## src/rtl/matmul_seq_ctrl.sv

```systemverilog
// Sequential C = A x B controller driving one unsigned MAC over a single-port synchronous RAM.
// Define MATMUL_SAT_EN to saturate written results instead of wrapping them.
module matmul_seq_ctrl #(
  parameter int unsigned ADDR_W = 16,
  parameter int unsigned DATA_W = 8,
  parameter int unsigned M      = 3,
  parameter int unsigned N      = 4,
  parameter int unsigned P      = 6,
  parameter int unsigned A_BASE = 0,
  parameter int unsigned B_BASE = 12,
  parameter int unsigned C_BASE = 36
) (
  input  logic              i_clk,
  input  logic              i_rst,
  input  logic              i_start,
  output logic              o_busy,
  output logic              o_done,
  output logic [ADDR_W-1:0] o_ram_addr,
  output logic              o_ram_we,
  output logic [DATA_W-1:0] o_ram_wdata,
  input  logic [DATA_W-1:0] i_ram_rdata
);

  localparam int unsigned IW    = (M > 1) ? $clog2(M) : 1;
  localparam int unsigned JW    = (P > 1) ? $clog2(P) : 1;
  localparam int unsigned KW    = (N > 1) ? $clog2(N) : 1;
  localparam int unsigned ACC_W = 2 * DATA_W + $clog2(N);

  typedef enum logic [2:0] {StIdle, StFetchA, StFetchB, StMac, StWrite, StDone} state_e;

  state_e            state_q, state_d;
  logic [IW-1:0]     i_q, i_d;
  logic [JW-1:0]     j_q, j_d;
  logic [KW-1:0]     k_q, k_d;
  logic [ACC_W-1:0]  acc_q, acc_d;
  logic [DATA_W-1:0] a_reg_q, a_reg_d;
  logic              start_q;
  logic [DATA_W-1:0] result;

`ifdef MATMUL_SAT_EN
  assign result = (|acc_q[ACC_W-1:DATA_W]) ? {DATA_W{1'b1}} : acc_q[DATA_W-1:0];
`else
  assign result = acc_q[DATA_W-1:0];
`endif

  always_comb begin
    state_d     = state_q;
    i_d         = i_q;
    j_d         = j_q;
    k_d         = k_q;
    acc_d       = acc_q;
    a_reg_d     = a_reg_q;
    o_busy      = (state_q != StIdle);
    o_done      = 1'b0;
    o_ram_addr  = '0;
    o_ram_we    = 1'b0;
    o_ram_wdata = '0;
    unique case (state_q)
      StIdle: begin
        if (i_start && !start_q) begin
          state_d = StFetchA;
          i_d     = '0;
          j_d     = '0;
          k_d     = '0;
          acc_d   = '0;
        end
      end
      StFetchA: begin
        o_ram_addr = ADDR_W'(A_BASE + N * 32'(i_q) + 32'(k_q));
        state_d    = StFetchB;
      end
      StFetchB: begin
        // rdata now holds the A element addressed in the previous cycle
        o_ram_addr = ADDR_W'(B_BASE + P * 32'(k_q) + 32'(j_q));
        a_reg_d    = i_ram_rdata;
        state_d    = StMac;
      end
      StMac: begin
        acc_d = acc_q + ACC_W'(a_reg_q) * ACC_W'(i_ram_rdata);
        if (k_q == KW'(N - 1)) begin
          state_d = StWrite;
        end else begin
          k_d     = k_q + 1'b1;
          state_d = StFetchA;
        end
      end
      StWrite: begin
        o_ram_addr  = ADDR_W'(C_BASE + P * 32'(i_q) + 32'(j_q));
        o_ram_we    = 1'b1;
        o_ram_wdata = result;
        acc_d       = '0;
        k_d         = '0;
        if (j_q == JW'(P - 1)) begin
          j_d = '0;
          i_d = i_q + 1'b1;
        end else begin
          j_d = j_q + 1'b1;
        end
        if ((i_q == IW'(M - 1)) && (j_q == JW'(P - 1))) state_d = StDone;
        else                                            state_d = StFetchA;
      end
      StDone: begin
        o_done  = 1'b1;
        state_d = StIdle;
      end
      default: state_d = StIdle;
    endcase
  end

  always_ff @(posedge i_clk) begin
    if (i_rst) begin
      state_q <= StIdle;
      i_q     <= '0;
      j_q     <= '0;
      k_q     <= '0;
      acc_q   <= '0;
      a_reg_q <= '0;
      start_q <= 1'b0;
    end else begin
      state_q <= state_d;
      i_q     <= i_d;
      j_q     <= j_d;
      k_q     <= k_d;
      acc_q   <= acc_d;
      a_reg_q <= a_reg_d;
      start_q <= i_start;
    end
  end

endmodule

```

## config.mk

```make
export PLATFORM = sky130hd
export DESIGN_NAME = matmul_seq_ctrl
export DESIGN_NICKNAME = d
export VERILOG_FILES = /design/src/rtl/matmul_seq_ctrl.sv
export SDC_FILE = /design/constraint.sdc
export NUM_CORES = 1
export LEC_CHECK = 0
export CAP_MARGIN = 20
export CORE_MARGIN = 1
export CORE_UTILIZATION = 40
export CTS_BUF_LIST = sky130_fd_sc_hd__clkbuf_4 sky130_fd_sc_hd__clkbuf_8 sky130_fd_sc_hd__clkbuf_16
export CTS_CLUSTER_DIAMETER = 120
export CTS_CLUSTER_SIZE = 24
export DETAILED_ROUTE_END_ITERATION = 10
export PLACE_DENSITY = 0.69
export SYNTH_ARGS = -nofsm -noshare
export SYNTH_HDL_FRONTEND = slang
export SYNTH_SLANG_ARGS = --single-unit
```

## constraint.sdc

```tcl
create_clock -name i_clk -period 4 [get_ports i_clk]
set_clock_uncertainty 0.15 [all_clocks]
set_input_delay 0.4 -clock i_clk [delete_from_list [all_inputs] [get_ports i_clk]]
set_output_delay 0.4 -clock i_clk [all_outputs]
set_load 0.01 [all_outputs]
```

==> results.yml, run 1 <==
logic_synthesis:
  synth_edf_count: 0
  synth-xor-area-share_pct: 6.26
  synth_flop_cell: "dfxtp_1"
  yosys_warnings: 0
  synth_adder_area_share_pct: 29.9
  syn_area_sq_um: 2660
  synth.distinct_cells: 37
  synth.top_cell.area_share_pct: 20.3
  ys_async_sr_fraction_pct: 0
  syn_inst: 325
  synth_top_family_by_area: "adder cells"
  synth_commonest_cells: "48 x inv_1, 40 x nand2_1, 30 x ha_1, 29 x nor2_1, 27 x dfxtp_1"
  synth_compound_area_share_pct: 7.58
  synth-seq-cells: 27
  synthSimpleGateAreaFrac_pct: 20.5
  yosysMostFrequentCell: "inv_1"
  netlist_top_cells_area: "dfxtp_1 20%, fa_1 16%, ha_1 14%"
  synth_area_leader_cell: "dfxtp_1"
  muxShareOfSynthArea_pct: 4.14
  avgSynthCellArea_sq_um: 8.18
  yosysSeqAreaShare_pct: 20.3
floorplan:
  die_h_um: 83.5
  rows: 29
  die_area_sq_um: 6970
  start_util_pct: 41.6
  ios: 38
  core_sq_um: 6390
  die-width_um: 83.5
timing:
  max_freq_mhz: 257
  finalMaxSlewViolations: 0
  whs_ns: 0.320
  slew_headroom_pct: 51.7
  worstMarginPinSlew_ns: 0.719
  setup_viol: 0
  period_share_pct: 97.2
  hold_viol_final: 0
  fin_crit_ns: 3.89
grt:
  grt_overflow: 0
  grt_max_degree: 20
  grt_pass1_vias: 2006
  grt_usage_pct: 17.1
  grt_pass1_wl_um: 9550
  antenna_found_initial: 0
drt:
  wl_met2_um: 2810
  num_vias: 2171
  top_layer: "met4"
  avgRoutedWirePerCell_um: 13.4
  dr.pass1.iters: 4
  wl_met1_um: 2880
  routed_wl_um: 5940
  drt_iter0_markers: 79
  drc: 0
  viasPerCell: 4.91
  ant_nets: 0
  wl_met3_um: 196
placed_design:
  io_buffers: 28
  gp_congestion: 0.839
  hpwl_um: 4650
clock_network:
  path_clk_slew_ns: 0.09
  cts_tree: "built"
  cts.sinks: 27
  cts_buffer_depth: 2
  clockRootBuffer: "clkbuf_8"
  clock_latency_ns: 0.27
  cts_buffers: 3
  htreeDepth: 1
final_layout:
  area_growth_pct: 21.2
  diodes: 0
  layout-drive-gt1-share_pct: 15.1
  fin_nets: 428
run_status:
  outcome: "complete, no violations"
min_path:
  hp-class: "register to register"
power:
  peakVddDrop_uv: 223
  p_leak_nw: 1.46
  p_per_area_nw_per_um2: 296
  p_total_mw: 0.953
worst_setup_path:
  arrival_ns: 3.96
  crit_path_end_kind: "register"
  path_max_fanout: 7
  crit_path_start_kind: "input port"
  crit_type: "input port to register"
  required_ns: 4.07
job:
  cap_viol_max_count: 0
==> cell type report <==
cell class                      instances  area (sq um)
Clock buffer                            4          48.8
Fill cell                             615          3170
Inverter                               48           180
Multi-Input combinational cell        239          1930
Sequential cell                        27           556
Tap cell                               77          96.3
Timing Repair Buffer                   47           412
==> routing by layer <==
metal | GRT usage, % | vias to the layer above
li1 | - | 1093
met1 | 23.5 | 1023
met2 | 29.3 | 47
met5 | 0 | -
met3 | 2.47 | 8
met4 | 2.31 | 0
==> state kept, by name, summed over array words and instances (netlist names) <==
name,count
acc_q,8
state_q,3
j_q,3
a_reg_q,8
start_q,1
k_q,2
i_q,2
==> cell families after synthesis <==
kind of cell,Yosys count
XOR/XNOR,19
AO/OA/AOI/OAI,35
flip-flops,27
multiplexers,11
adder cells (fa/ha/maj),51
AND/OR/NAND/NOR,114
other,1
buffers and inverters,67
==> power breakdown <==
part / switching (mW) / internal, mW
registers: 0.0414 / 0.294
clock network: 0.0835 / 0.0781
logic: 0.246 / 0.211
total: 0.370 / 0.583
==> cell usage in the layout, fill, tap and decap left out, drive strengths merged, types with 4 or more instances in the layout <==
cell type      count
inv               48
nand2             40
nor2              31
ha                30
dfxtp             27
clkdlybuf4s50     23
fa                21
buf               20
a21oi             17
xnor2             16
and2              14
mux2i             11
nand3              9
conb               9
o21ai              8
and3               5
clkbuf             5
nor2b              4
nor3               4
==> worst max-delay path, cell delays in order <==
cell      delay [ns]
clkbuf_4        0.16
buf_4           0.14
and2_1          0.17
fa_2            0.39
ha_4            0.26
ha_4            0.26
inv_2           0.03
fa_1            0.54
inv_1           0.05
ha_2            0.20
fa_2            0.39
a21o_1          0.17
a21oi_2         0.13
xnor2_1         0.09
or4_1           0.48
nand3_1         0.08
==> path summary, 6_finish.rpt <==
path | from | endpoint | slack [ns] | depth (start not counted)
max | i_ram_rdata[1] | acc_q[7] | 0.11 | 16
min | acc_q[5] | acc_q[5] | 0.32 | 2
max reg2reg | a_reg_q[5] | acc_q[7] | 0.15 | 13
min reg2reg | acc_q[5] | acc_q[5] | 0.32 | 2
==> what timing repair did <==
action	in CTS	in global routing
setup endpoints to repair	2	1
gates resized for setup	11	28
cloned	0	0
pin swaps	0	18
hold buffers	0	0
setup buffers	0	2
==> per-stage QoR <==
step	setup slack (ns)	utilization, %	instance area [sq um]	std cells	TNS (ns)
3_3_place_gp	-0.580	48.3	3080	436	-1.21
6_report	0.113	50.4	3220	442	0
2_1_floorplan	0.0102	-	2700	333	0
5_1_grt	-0.00654	50.4	3220	442	-0.00654
4_1_cts	0.0256	48.9	3120	440	0
3_5_place_dp	-0.655	48.3	3080	436	-1.42
Power figures use the tool's default switching activity.
==> run 2, diff against run 1 <==
==> config.mk (replaced) <==
export PLATFORM = sky130hd
export DESIGN_NAME = matmul_seq_ctrl
export DESIGN_NICKNAME = d
export VERILOG_FILES = /design/src/rtl/matmul_seq_ctrl.sv
export SDC_FILE = /design/constraint.sdc
export NUM_CORES = 1
export LEC_CHECK = 0
export CAP_MARGIN = 20
export CELL_PAD_IN_SITES_DETAIL_PLACEMENT = 2
export CELL_PAD_IN_SITES_GLOBAL_PLACEMENT = 2
export CORE_MARGIN = 1
export CORE_UTILIZATION = 30
export CTS_BUF_LIST = sky130_fd_sc_hd__clkbuf_16
export CTS_CLUSTER_DIAMETER = 120
export CTS_CLUSTER_SIZE = 24
export DETAILED_ROUTE_END_ITERATION = 10
export PLACE_DENSITY = 0.83
export SYNTH_ARGS = -nofsm -noshare
export SYNTH_HDL_FRONTEND = slang
export SYNTH_SLANG_ARGS = --single-unit
==> run 2 against run 1 <==
Compared with the run above:
- clock power up 43%
- wire length up 60%
- sequential power up 2%
- cell count up 7.5%
- register-to-register slack worse by 0.12 ns
- critical path type is now register to register
==> results.yml, run 2 (same netlist as run 1, synthesis figures left out) <==
final_layout:
  layout.cells.most_common: "inv_1"
  diodes: 0
  layout_common_cells: "41 x inv_1, 36 x nand2_1, 29 x nor2_1, 25 x ha_1, 24 x buf_4"
  area_growth_pct: 27.9
  top_regs: "a_reg_q: 8 flops, acc_q: 8 flops"
  layout-drive-gt1-share_pct: 19.2
  design_area_sq_um: 3400
  final_cells: 475
  fin_nets: 433
drt:
  wl_met1_um: 3970
  wl_met2_um: 4910
  avgRoutedWirePerCell_um: 20.0
  ant_nets: 0
  top_layer: "met4"
  viasPerCell: 4.96
  drc: 0
  routed_wl_um: 9500
  dr.pass1.iters: 7
  wl_met3_um: 257
  drt_iter0_markers: 44
  num_vias: 2356
placed_design:
  place_area_sq_um: 3130
  dp_cells: 466
  hpwl_um: 7010
  io_buffers: 28
  gp_congestion: 0.763
timing:
  max_freq_mhz: 252
  finalMaxSlewViolations: 0
  worstMarginPinSlew_ns: 0.811
  rsz0062_at_grt: "true"
  fin_crit_ns: 3.97
  slew_headroom_pct: 45.6
  hold_viol_final: 0
  period_share_pct: 99.3
  whs_ns: 0.320
  setup_viol: 0
  fin_setup_tns_ns: 0
floorplan:
  core_sq_um: 8380
  start_util_pct: 31.7
  die-width_um: 96.1
  die_area_sq_um: 9240
  die_h_um: 96.1
  ios: 38
  rows: 33
worst_setup_path:
  cp_cell_sequence: "buf_4, nand2_1, fa_1, inv_1, fa_1, ha_1, inv_1, fa_1, inv_1, ha_4, a21o_1, a21oi_4, xnor2_2, or4_4, nand3_2"
  reg2regPathDepth: 15
  required_ns: 4.05
  startpoint: "a_reg_q[5]"
  cp_slowest_cell: "fa_1"
  rr_startpoint: "a_reg_q[5]"
  r2r-end: "acc_q[7]"
  setup.worst_path.end: "acc_q[7]"
  crit_path_start_kind: "register"
  crit_type: "register to register"
  crit_path_end_kind: "register"
  rrSetupSlack_ns: 0.03
  path_max_fanout: 3
  cpPeakStageDelay_ns: 0.55
  arrival_ns: 4.03
clock_network:
  cts_tree: "built"
  clock_latency_ns: 0.26
  ctsHoldBuffers: 0
  path_clk_slew_ns: 0.07
  cts_buffers: 3
  cts_buffer_depth: 2
  htreeDepth: 1
  cts.sinks: 27
  clockRootBuffer: "clkbuf_16"
grt:
  grt_usage_pct: 22.1
  grt_max_degree: 17
  grt_overflow: 0
  antenna_found_initial: 0
  grt_pass1_wl_um: 14700
  grt_pass1_vias: 2678
power:
  switching_power_mw: 0.453
  peakVddDrop_uv: 180
  p_leak_nw: 1.53
  sw_frac_of_total_pct: 40.2
  p_int_mw: 0.676
  clock_power_share_pct: 20.4
  p_total_mw: 1.13
  seq_power_share_pct: 30.3
  combinationalPowerShare_pct: 49.3
  p_per_area_nw_per_um2: 332
min_path:
  hp-class: "register to register"
  min_from: "acc_q[1]"
job:
  cap_viol_max_count: 0
run_status:
  outcome: "complete, no violations"
run 2: cell count changes in the layout (fill, tap and decap cells not counted), moves of 2 or more:
cell,previous run,this run
buf_4,19,24
clkbuf_16,0,3
clkbuf_4,2,0
clkbuf_8,3,0
clkdlybuf4s15_2,0,2
dlygate4sd2_1,3,1
nand2_1,38,36
nand2_4,0,2
nand3_1,9,7
nand3_2,0,2
xnor2_1,15,13
xnor2_2,1,3
run 2: power by group through the flow:
stage / logic (mW) / clock network (mW) / registers, mW
CTS: 0.513 / 0.237 / 0.338
global route: 0.604 / 0.249 / 0.346
floorplan: 0.307 / 0 / 0.323
detailed placement: 0.470 / 0 / 0.342
global placement: 0.433 / 0 / 0.340
finish: 0.556 / 0.231 / 0.342
run 2: worst min-delay path by stage:
| stage | endpoint | slack, ns | depth (start not counted) |
|---|---|---|---|
| detailed placement | acc_q[4] | 0.32 | 2 |
| finish | acc_q[1] | 0.32 | 2 |
| floorplan | acc_q[5] | 0.29 | 2 |
| global placement | acc_q[5] | 0.30 | 2 |
| global route | acc_q[1] | 0.35 | 2 |
| CTS | acc_q[6] | 0.33 | 2 |
run 2: per-stage QoR:
| step | util (%) | worst slack, ns |
|---|---|---|
| 6_report | 40.5 | 0.0269 |
| 2_1_floorplan | - | 0.0102 |
| 3_3_place_gp | 37.4 | -0.593 |
| 3_5_place_dp | 37.4 | -0.737 |
| 4_1_cts | 39.6 | 0.00729 |
| 5_1_grt | 40.5 | -0.0903 |
run 2: cell type report:
type	instances	area (sq um)
Fill cell	919	4980
Multi-Input combinational cell	239	1990
Sequential cell	27	559
Timing Repair Buffer	52	458
Inverter	48	180
Tap cell	105	131
Clock buffer	3	75.1
Clock inverter	1	5.00
run 2: worst max-delay path, delay by kind of cell (launching register included):
family | cells | cell delay [ns]
fa+ha+maj | 5 | 2.02
simple gates | 3 | 0.63
compound gates | 2 | 0.36
flops | 1 | 0.34
buf+inv | 4 | 0.32
xor+xnor | 1 | 0.10
run 2: layer usage:
metal / vias up / global-route usage, %
met3: 26 / 2.84
li1: 1092 / -
met5: - / 0
met1: 1189 / 26.4
met4: 0 / 8.83
met2: 49 / 39.6
run 2: repair_timing:
item                       CTS  global route
resized for setup           42            15
buffers inserted             3             2
setup endpoints to repair    3             2
pin swaps                   14            18
==> RTL edit 1 (settings of run 1) <==
Re-encode `state_e` (6 states) as one-hot, 6 bits wide.
--- a/src/rtl/matmul_seq_ctrl.sv
+++ b/src/rtl/matmul_seq_ctrl.sv
@@ -26,7 +26,7 @@
   localparam int unsigned KW    = (N > 1) ? $clog2(N) : 1;
   localparam int unsigned ACC_W = 2 * DATA_W + $clog2(N);
 
-  typedef enum logic [2:0] {StIdle, StFetchA, StFetchB, StMac, StWrite, StDone} state_e;
+  typedef enum logic [5:0] {StIdle = 6'b000001, StFetchA = 6'b000010, StFetchB = 6'b000100, StMac = 6'b001000, StWrite = 6'b010000, StDone = 6'b100000} state_e;
 
   state_e            state_q, state_d;
   logic [IW-1:0]     i_q, i_d;
Function: no difference found for any inputs over 10 cycles, from zero or initial values and one cycle with i_rst high; not proved beyond that.
==> RTL edit 1 against run 1 <==
- synthesized cell count increased by 1.2%
- design area increased by 8.2%
- wire length decreased by 2.6%
- setup slack got worse by 35 ps
- via count increased by 2.3%
- final cell count increased by 6.6%
- area after synthesis increased by 5.6%
- sequential cell count increased by 3
- core utilization increased by 0.86 points
- critical endpoint unchanged
Power is not compared: it rests on default switching activity, and its combinational part moved more than twofold at a synthesized area within 25%.
==> RTL edit 1: results (changes against run 1) <==
run status finished, final reports clean; dpl cell area 3290 um2 (+6.8%); met3 Use GR 0.0279 (+0.00318); detailed-route via count 2,221 (+2.3%); FFs w/ async S/R, synth 0 (unchanged); met2 usage 0.308 (+0.0148); Worst EP arrival 4000 ps (+40 ps); initial antenna violation count 0 (unchanged); first-pass GRT wire length 10,100 um (+5.9%); WL/cell 12.3 um (-8.6%); Slew headroom 0.557 (+0.0394); clock root buffer clkbuf_8; vias in the first global route 2,196 (+9.5%); pre-CTS setup slack -698 ps (-43.5 ps); most area-consuming cells after synthesis dfxtp_1 (21%), fa_1 (15%), ha_1 (13%); maximum clock path buffer count 2 (unchanged); M1 wire length 2680 um (-6.6%); Cells after Synth 329 (+1.2%); CP max stage delay 520 ps (-20 ps); worst-skew pair later-pin latency roughly 280 ps; n_diodes 0 (unchanged); biggest regs a_reg_q x8, acc_q x8, state_q x6; Register-to-Register Path Depth 14 (+1); drt first pass iters 4 (unchanged); worst min path class reg2reg; post-synthesis sequential area ratio 0.214 (+0.0105); GRT Util Overall 0.176 (+0.00500); met1 GRT Util 0.225 (-0.00981); Num CTS Buffers 5 (+2); top post-synthesis cells by count inv_1 (49), nor2_1 (39), dfxtp_1 (30); GPL Wtd Cong 0.821 (-2.3%); CP max FO 3 (-4); nets 435 (+1.6%); layout cells sized above 1 0.203 (+0.0520); top sig layer met4; H-tree Lvls 2 (+1); hpwl dp 4540 um (-2.4%); met2 WL 2820 um (+0.25%); synth unique cells 48 (+30%); placed cell count 460 (+5.5%); die width 85.8 um (+2.7%); CTS clk-pin slew, worst paths 70 ps (-20 ps); critical path's slowest cell fa_1; final cell count without fillers 471 (+6.6%); WHS Path Cells 2 (unchanged); WL met3 205 um (+4.6%); largest net degree at the start of global routing 29 (+45%); DRT iter0 DRCs 121 (+53%)
==> RTL edit 1: cell count changes in the layout (fill, tap and decap cells not counted), sizes merged, moves of 4 or more <==
cell   delta
nand2    -10
nor2      +8
buf       +5
nand3     -8
a21oi     -9
and3      -4
a22oi     +7
==> RTL edit 1: path summary, 6_finish.rpt <==
kind              slack (ps)         end  startpoint
setup / recovery          80    acc_q[7]  a_reg_q[4]
hold / removal           350  a_reg_q[7]  a_reg_q[7]
setup reg to reg          80    acc_q[7]  a_reg_q[4]
hold reg to reg          350  a_reg_q[7]  a_reg_q[7]
==> RTL edit 1: power breakdown <==
part	internal, mW	switching [mW]
Sequential	0.308	0.0132
Combinational	0.0938	0.122
Clock	0.138	0.120
Total	0.540	0.255
==> RTL edit 1: layout make-up <==
type	instances	area, um2
fillers	647	3310
multi-input cells	237	2030
flip-flops and latches	30	614
repair buffers	51	439
inverters	49	184
well taps	96	120
clock buffers	6	82.6
clock inverters	2	12.5
==> RTL edit 1: kinds of logic (layout without fill, tap and decap cells) <==
group	after synthesis	count (layout)	synth area share
AND/OR/NAND/NOR	110	110	0.199
other	1	9	0.00134
AO/OA/AOI/OAI	38	38	0.0985
buffers and inverters	70	108	0.110
multiplexers	11	11	0.0397
XOR/XNOR	19	19	0.0593
adder cells (fa/ha/maj)	50	50	0.279
flip-flops	30	30	0.214
==> RTL edit 1: worst max-delay path, delay by kind of cell (launching register included) <==
kind,cells,cell delay (ps)
compound gates,2,370
xor+xnor,1,90
simple gates,3,600
fa+ha+maj,5,2130
flops,1,350
buf+inv,3,170
==> RTL edit 1: repair_timing <==
item / in CTS / in global routing
endpoints found under the setup margin: 3 / 1
buffers inserted: 0 / 3
gates resized for setup: 16 / 23
pin swaps: 0 / 14
==> RTL edit 2 (settings of run 1) <==
Without the edit above. `M`: 3 -> 6.
--- a/src/rtl/matmul_seq_ctrl.sv
+++ b/src/rtl/matmul_seq_ctrl.sv
@@ -3,7 +3,7 @@
 module matmul_seq_ctrl #(
   parameter int unsigned ADDR_W = 16,
   parameter int unsigned DATA_W = 8,
-  parameter int unsigned M      = 3,
+  parameter int unsigned M      = 6,
   parameter int unsigned N      = 4,
   parameter int unsigned P      = 6,
   parameter int unsigned A_BASE = 0,
Formal check against the unedited RTL: no difference found for any inputs over 10 cycles, from zero or initial values and one cycle with i_rst high; that may be too few to reach the edited logic, so the function may still have changed.
==> RTL edit 2 against run 1 <==
- sequential cell count grew 1
- area after synthesis grew 4.5%
- design area grew 4.3%
- die area grew 4.4%
- power shrank 21%
- setup slack lost 30 ps
- wire length grew 5.1%
- final cell count grew 2.3%
- critical endpoint unchanged
- largest power group is now sequential cells
- highest routed layer unchanged
==> RTL edit 2: results (changes against run 1) <==
run status finished, final reports clean; clk pwr 0.185 mW (+14%); pre-CTS setup slack -704 ps (-48.8 ps); clock root buffer clkbuf_8; Final Hold Vio Count 0 (unchanged); FF-to-FF setup slack 80 ps (-70 ps); CP delay by family, top adder cells; port buffer count 28 (unchanged); largest net degree at the start of global routing 29 (+45%); Crit. Startpoint a_reg_q[4]; maximum clock path buffer count 2 (unchanged); CP max stage delay around 530 ps; DRT iter0 DRCs 71 (-10%); critical path's slowest cell fa_1; synth unique cells 43 (+16%); actual slew at the worst max-slew pin 1050 ps (+330 ps); via density per instance 5.02 (+2.1%); GPL Wtd Cong 0.869 (+3.5%); sequential share of power 0.413 (+0.061); n_diodes 0 (unchanged); Sw Share 0.339 (-0.0498); Worst EP arrival 3910 ps (-50 ps); Hold EP a_reg_q[7]; post-synthesis sequential area ratio 0.202 (-0.00159); GRT Util Overall 0.180 (+0.00901); WHS Path Cells 2 (unchanged); layout cells sized above 1 0.180 (+0.0294); first-pass GRT wire length 10,300 um (+7.9%); Filler cells 646 (+5.0%); Num CTS Buffers 3 (unchanged); achievable clock frequency 255 MHz (-0.77%); nets 436 (+1.9%); hpwl dp 5010 um (+7.6%); drt first pass iters 4 (unchanged); most area-consuming cells after synthesis dfxtp_1 (20%), fa_1 (16%), ha_1 (14%); worst min path class reg2reg; Register-to-Register Path Depth 15 (+2); Critical R2R Capture acc_q[7]; H-tree Lvls 1 (unchanged); synth warn 0 (unchanged); Power Total 0.754 mW (-21%); grt total ovfl 0 (unchanged); FFs w/ async S/R, synth 0 (unchanged); Worst Hold Launch a_reg_q[7]; Total Wirelength 6250 um (+5.1%); top post-synthesis cells by count inv_1 (46), nand2_1 (46), ha_1 (30); initial antenna violation count 0 (unchanged); crit path kind reg2reg; vias in the first global route 2,140 (+6.7%); setup bufs post-CTS 0 (unchanged); Leakage 1.48 nW (+1.8%); post-cts resize count 19 (+8); CP max FO 3 (-4); worst-skew pair later-pin latency between 200 and 300 ps; CTS clk-pin slew, worst paths 110 ps (+20 ps); Worst VDD drop 0.142 mV (-36%)
-- RTL edit 2: changes by cell type in the layout (fill, tap and decap cells not counted), sizes merged, moves of 4 or more --
cell,before,now
mux2i,11,1
nand2,40,49
nor3,4,11
nand3,9,2
nor2,31,21
a22oi,3,12
buf,20,24
-- RTL edit 2: kinds of logic (layout without fill, tap and decap cells) --
group,Yosys count,after routing,synth area share
AND/OR/NAND/NOR,113,113,0.205
XOR/XNOR,21,21,0.0788
flip-flops,28,28,0.202
adder cells (fa/ha/maj),52,52,0.294
multiplexers,1,1,0.00360
buffers and inverters,67,100,0.106
AO/OA/AOI/OAI,48,48,0.109
other,1,9,0.00135
-- RTL edit 2: routing by layer --
metal,GRT usage,up-vias,wire length [um],share of wire
met5,0,-,0,0
met4,0.0470,0,59,0.0094
met3,0.0126,4,241,0.039
met2,0.300,49,3050,0.49
met1,0.253,1085,2890,0.46
li1,-,1129,-,-
-- RTL edit 2: worst reg2reg max path: cells and delay by family (launching register included) --
family / cells / cell delay [ps]
AO/OA/AOI/OAI: 3 / 460
AND/OR/NAND/NOR: 2 / 100
flip-flops: 1 / 370
buffers and inverters: 3 / 130
XOR/XNOR: 2 / 440
adder cells (fa/ha/maj): 5 / 2110
-- RTL edit 2: through the flow --
stage                     std cells   util  area (um2)  hold slack, ps
after floorplan                 339      -        2850             287
after global placement          448  0.481        3250             296
after detailed placement        448  0.481        3250             304
after CTS                       452  0.491        3320             319
after global routing            452  0.497        3360             346
final                           452  0.497        3360             317
-- RTL edit 2: area by class of cell --
class	count	area, um2	area share
clock buffers	4	55.1	0.0164
inverters	46	173	0.0514
multi-input cells	244	2020	0.600
flip-flops and latches	28	577	0.172
well taps	80	100	0.0298
repair buffers	50	439	0.131
